===== src/rtl/la_pkg.sv =====
// Shared constants, state type and marker-packet builder for the logic-analyzer TX path.
package la_pkg;

  localparam logic [1:0] LA_PERIPH_ID  = 2'b10;
  localparam int         PERIPH_ID_MSB = 27;
  localparam int         PERIPH_ID_LSB = 26;
  localparam int         OVF_FLAG_BIT  = 25;
  localparam int         DATA_MSB      = 15;
  localparam int         DATA_LSB      = 0;

  typedef enum logic {
    NORMAL   = 1'b0,
    DROPPING = 1'b1
  } la_state_t;

  function automatic logic [31:0] make_ovf_marker(input logic [15:0] count);
    logic [31:0] pkt;
    pkt = '0;
    pkt[PERIPH_ID_MSB:PERIPH_ID_LSB] = LA_PERIPH_ID;
    pkt[OVF_FLAG_BIT]                = 1'b1;
    pkt[DATA_MSB:DATA_LSB]           = count;
    return pkt;
  endfunction

endpackage


===== src/rtl/la_sync_fifo.sv =====
// Show-ahead synchronous FIFO: rd_data is the head entry, popped by rd_en.
// Pushes into a full FIFO are taken only when a pop happens in the same cycle.
module la_sync_fifo #(
  parameter int WIDTH = 32,
  parameter int DEPTH = 16
) (
  input  logic                     clk,
  input  logic                     rst,
  input  logic                     wr_en,
  input  logic [WIDTH-1:0]         wr_data,
  input  logic                     rd_en,
  output logic [WIDTH-1:0]         rd_data,
  output logic [$clog2(DEPTH):0]   count,
  output logic                     full,
  output logic                     empty
);

  localparam int AW = $clog2(DEPTH);
  localparam int CW = AW + 1;

  logic [WIDTH-1:0] mem [DEPTH];
  logic [AW-1:0]    wr_ptr;
  logic [AW-1:0]    rd_ptr;
  logic             push;
  logic             pop;

  assign full  = (count == CW'(DEPTH));
  assign empty = (count == '0);
  assign pop   = rd_en && !empty;
  assign push  = wr_en && (!full || pop);

  // Head is forced to zero while empty so the output is defined without resetting storage.
  assign rd_data = empty ? '0 : mem[rd_ptr];

  // NOTE: storage carries no reset; pointers and count define validity, and a
  // reset-free array maps onto plain RAM cells.
  always_ff @(posedge clk) begin
    if (push) mem[wr_ptr] <= wr_data;
  end

  // NOTE: sequential state uses non-blocking assignments so every register
  // samples pre-edge values regardless of statement order.
  always_ff @(posedge clk or posedge rst) begin
    if (rst) begin
      wr_ptr <= '0;
      rd_ptr <= '0;
      count  <= '0;
    end else begin
      if (push) wr_ptr <= wr_ptr + AW'(1);
      if (pop)  rd_ptr <= rd_ptr + AW'(1);
      case ({push, pop})
        2'b10:   count <= count + CW'(1);
        2'b01:   count <= count - CW'(1);
        default: count <= count;
      endcase
    end
  end

endmodule


===== src/rtl/la_tx_buffer.sv =====
// Sample buffer toward host TX: drops samples on overflow, counts them, and
// inserts one in-order overflow marker as soon as space frees.
module la_tx_buffer
  import la_pkg::*;
#(
  parameter int width = 32,
  parameter int DEPTH = 16,
  parameter int CNT_W = 16
) (
  input  logic                   clk,
  input  logic                   rst,
  input  logic [width-1:0]       packet_in,
  input  logic                   data_valid,
  output logic [width-1:0]       tx_packet,
  output logic                   tx_valid,
  input  logic                   tx_ready,
  output logic [$clog2(DEPTH):0] fifo_count,
  output logic                   full,
  output logic                   empty,
  output logic                   overflow_sticky,
  input  logic                   clr_sticky
);

  la_state_t        state, state_next;
  logic [CNT_W-1:0] drop_cnt, drop_cnt_next, drop_cnt_inc;
  logic             pop;
  logic             can_write;
  logic             wr_en;
  logic [width-1:0] wr_data;
  logic             drop_event;

  assign tx_valid     = !empty;
  assign pop          = tx_valid && tx_ready;
  assign can_write    = !full || pop;
  assign drop_cnt_inc = (drop_cnt == '1) ? drop_cnt : drop_cnt + CNT_W'(1);

  la_sync_fifo #(
    .WIDTH (width),
    .DEPTH (DEPTH)
  ) u_fifo (
    .clk     (clk),
    .rst     (rst),
    .wr_en   (wr_en),
    .wr_data (wr_data),
    .rd_en   (tx_ready),
    .rd_data (tx_packet),
    .count   (fifo_count),
    .full    (full),
    .empty   (empty)
  );

  // NOTE: every output of this block gets a default first so no path infers a latch.
  always_comb begin
    state_next    = state;
    drop_cnt_next = drop_cnt;
    wr_en         = 1'b0;
    wr_data       = packet_in;
    drop_event    = 1'b0;
    case (state)
      NORMAL: begin
        if (data_valid) begin
          if (can_write) begin
            wr_en = 1'b1;
          end else begin
            drop_event    = 1'b1;
            drop_cnt_next = CNT_W'(1);
            state_next    = DROPPING;
          end
        end
      end
      DROPPING: begin
        if (can_write) begin
          // A sample arriving in the recovery cycle is still lost; fold it into this marker.
          wr_en         = 1'b1;
          wr_data       = make_ovf_marker(16'(data_valid ? drop_cnt_inc : drop_cnt));
          drop_event    = data_valid;
          drop_cnt_next = '0;
          state_next    = NORMAL;
        end else if (data_valid) begin
          drop_event    = 1'b1;
          drop_cnt_next = drop_cnt_inc;
        end
      end
      default: state_next = NORMAL;
    endcase
  end

  always_ff @(posedge clk or posedge rst) begin
    if (rst) begin
      state           <= NORMAL;
      drop_cnt        <= '0;
      overflow_sticky <= 1'b0;
    end else begin
      state    <= state_next;
      drop_cnt <= drop_cnt_next;
      if (drop_event)      overflow_sticky <= 1'b1;
      else if (clr_sticky) overflow_sticky <= 1'b0;
    end
  end

endmodule


===== config.mk =====
export PLATFORM = sky130hd
export DESIGN_NAME = la_tx_buffer
export DESIGN_NICKNAME = d
export VERILOG_FILES = /design/src/rtl/la_pkg.sv /design/src/rtl/la_sync_fifo.sv /design/src/rtl/la_tx_buffer.sv
export SDC_FILE = /design/constraint.sdc
export NUM_CORES = 1
export LEC_CHECK = 0
export CAP_MARGIN = 20
export CORE_MARGIN = 3
export CORE_UTILIZATION = 35
export DETAILED_ROUTE_END_ITERATION = 6
export PLACE_DENSITY = 0.49
export SETUP_SLACK_MARGIN = 0.4
export SLEW_MARGIN = 20
export SYNTH_ARGS = -nofsm -noshare
export SYNTH_HDL_FRONTEND = slang
export SYNTH_HIERARCHICAL = 1
export SYNTH_SLANG_ARGS = --single-unit

===== constraint.sdc =====
create_clock -name clk -period 5 [get_ports clk]
set_input_delay 1 -clock clk [delete_from_list [all_inputs] [get_ports clk]]
set_output_delay 1 -clock clk [all_outputs]
set_load 0.01 [all_outputs]

==> results.cfg, run 1 <==
[finish]
antennaDiodeCount = 0
final_cell_mix = edfxtp_1 (512), mux4_2 (128), clkdlybuf4s50_1 (77)
fillers = 5497
nets = 1296
drive_above_1_share = 0.232
syn_to_final_growth_pct = 17.7
fin_area_mm2 = 0.0262
regArea_mm2 = 0.0162
multi_input_area_mm2 = 0.00564
mostFrequentLayoutCell = edfxtp_1

[place]
globalplace.congestion = 0.778
post_dp_cell_area_mm2 = 0.0242
place_ws_ns = 0.859
dp_hpwl_um = 28600
io_buffers = 77

[logic_synthesis]
yosysWarnings = 6
syn_area_mm2 = 0.0222
synth_cell_types = 63
synth_top_area_frac = 0.692
synthSimpleGateAreaFrac = 0.0426
ys_seq_area_frac = 0.727
synth.area.mux_share = 0.147
synth_top_area_cell = edfxtp_1
postSynth.asyncResetShare = 0.0571
syn_area_per_cell_um2 = 19.6
synth_nets = 1180
yosys.area_share.xor_xnor = 0.00749
synth_edf_count = 512
ys_ff_latch = 543
synth_compound_area_frac = 0.0477
synth_top_family_by_area = multiplexers
netlist_top_cells_area = edfxtp_1 (69%), mux4_2 (13%), dfrtp_1 (3.5%), a211oi_1 (2.1%), mux2i_1 (1.5%)
synth_fa_ha_area_frac = 0.00597
synthCells = 1133
synth-main-ff-cell = edfxtp_1

[timing]
final.setup.worst_slack_ns = 0.617
timing.setup.tns_ns = 0
fin_crit_sh = 0.877
finalSetupViolations = 0
rsz0062_at_grt = no
clock_skew_ns = 0.0560
min_period_ns = 4.38
max_freq_ghz = 0.228
maxSlewViolCount = 0
max_slew.worst_pin.slew_ns = 0.982
hold_viol = 0
slew_headroom = 0.342

[clock_network]
cts_max_path_buffers = 3
path_clk_slew_ns = 0.06
cts-buffers-inserted = 57
ctsResizeCount = 0
cts_root_buffer = clkbuf_16
tritoncts = done
clkSinkCount = 543
insertion_delay_ns = 0.64
htree_levels = 2

[floorplan]
fp.dieH_um = 258
start_util = 0.357
core_area_mm2 = 0.0623
die_w_um = 258
rows = 91
boundaryPins = 78
dieArea_mm2 = 0.0666

[drt]
wl_um = 50500
post_drt_via_cell_ratio = 5.16
route.detailed.drc = 0
dr.pass1.iters = 5
first_iter_violations = 639
wl_per_cell_um = 23.7
vias = 11000
final_antenna_net_count = 0

[power]
vdd_drop_max_mv = 0.353
p_leak_nw = 8.39
powerDensity_mw_per_mm2 = 556

[grt]
grt_use_total = 0.155
grt_antenna_before_repair = 0
gr-total-overflow = 0
grt_pass1_vias = 11800
grt_max_degree = 48
grt_pass1_wl_um = 77200

[setup_path]
critPathCaptureType = output pin
crit_type = register to output pin
critPathArrivalTime_ns = 3.38
cp.depth = 5
cp-start-kind = register
r2r-start = u_fifo/count[0]$_DFFE_PP0P_
critical_path.max_stage_delay_ns = 0.85
reg2regPathDepth = 12
cp_cell_sequence = buf_4 -> mux4_2 -> mux2i_1 -> a211oi_1 -> clkdlybuf4s50_1
r2r_end = u_fifo/count[4]$_DFFE_PP0P_
cp_top_family = buffers and inverters
slowest_stage = dfrtp_4
cp.buffers_inverters = 2
path_max_fanout = 30
required_ns = 4.00
r2r_setup_slack_ns = 1.08

[status]
status = finished clean

[min_path]
min_delay_path_depth = 2
min_from = overflow_sticky$_DFFE_PP0P_
whs_endpoint = overflow_sticky$_DFFE_PP0P_
min_path_type = register to register

[job]
max_cap_violations = 0
## logic make-up (layout without fill, tap and decap cells)
logic type / Yosys count / in the layout
DFF: 543 / 543
and+or+nand+nor: 163 / 163
muxes: 165 / 165
adders and majority gates: 10 / 10
xor gates and xnor gates: 19 / 19
AOI/OAI and AO/OA: 146 / 146
buffers and inverters: 87 / 251
## final cells by class
| type | instances | share of cell area |
|---|---|---|
| clock buffers | 70 | 0.0564 |
| repair buffers | 127 | 0.0515 |
| clock inverters | 37 | 0.0159 |
| inverters | 17 | 0.00244 |
| multi-input cells | 503 | 0.216 |
| well taps | 837 | 0.0400 |
| flip-flops and latches | 543 | 0.618 |
## how the worst max path moves through the flow
stage / startpoint / to / slack (ns)
2_1_floorplan: data_valid / u_fifo/mem[0][0]$_DFFE_PP_ / -0.34
3_3_place_gp: u_fifo/rd_ptr[2]$_DFFE_PP0N_ / tx_packet[22] / 0.94
3_5_place_dp: tx_ready / u_fifo/mem[13][23]$_DFFE_PP_ / 0.86
4_1_cts: u_fifo/rd_ptr[1]$_DFFE_PP0N_ / tx_packet[24] / 0.55
5_1_grt: u_fifo/rd_ptr[1]$_DFFE_PP0N_ / tx_packet[18] / 0.40
6_report: u_fifo/rd_ptr[1]$_DFFE_PP0N_ / tx_packet[5] / 0.62
## worst reg2reg max path: cells and delay by family, from the launching register on
kind	cells	cell delay, ns
AOI/OAI and AO/OA	4	1.05
buffers and inverters	2	0.28
adders and majority gates	1	0.41
DFF	1	0.43
and+or+nand+nor	5	1.67
## layer usage
layer	wire length [um]	track usage	vias to the layer above
li1	-	-	4888
met4	839	0.0376	0
met3	2260	0.0240	55
met1	22800	0.215	5827
met2	24600	0.256	239
met5	0	0	-
## sequential cells by signal (all words and copies together), names as in the netlist
name,count
u_fifo/rd_ptr,4
state,1
u_fifo/wr_ptr,4
overflow_sticky,1
u_fifo/count,5
u_fifo/mem,512
drop_cnt,16
## through the flow
stage,total power [W],std cells,utilization,hold slack (ns)
2_1_floorplan,0.00877,1133,-,0.529
3_3_place_gp,0.0105,2026,0.389,0.518
3_5_place_dp,0.0105,2026,0.389,0.535
4_1_cts,0.0148,2134,0.420,0.558
5_1_grt,0.0153,2134,0.420,0.579
6_report,0.0145,2134,0.420,0.541
## what timing repair did
| item | in CTS | in global routing |
|---|---|---|
| hold buffers | 0 | 0 |
| buffers inserted | 1 | 0 |
| hold endpoints to repair | 0 | 0 |
| setup endpoints to repair | 5 | 0 |
## power by group
| part | total (W) | internal (W) | switching [W] |
|---|---|---|---|
| Clock | 0.00425 | 0.00247 | 0.00177 |
| Sequential | 0.00596 | 0.00551 | 0.000445 |
| Combinational | 0.00433 | 0.00222 | 0.00211 |
## synth_stat cells (12+ instances only)
cell type  number
edfxtp_1      512
dfrtp_1        31
nand3_1        14
buf_2          30
nand2_1        29
buf_4          13
nor2b_1        32
and2_1         22
a21oi_1        16
clkbuf_1       12
xnor2_1        12
mux4_2        128
a211oi_1       63
o21ai_0        23
inv_1          17
mux2i_1        34
nor2_1         26
buf_6          12
(Power assumes the default switching activity.)
==> inputs of run 2 (changes only) <==
SETUP_SLACK_MARGIN = 0.3   (was 0.4)
==> results of run 2 <==
No change in the layout: final DEF, timing and power equal those of run 1.
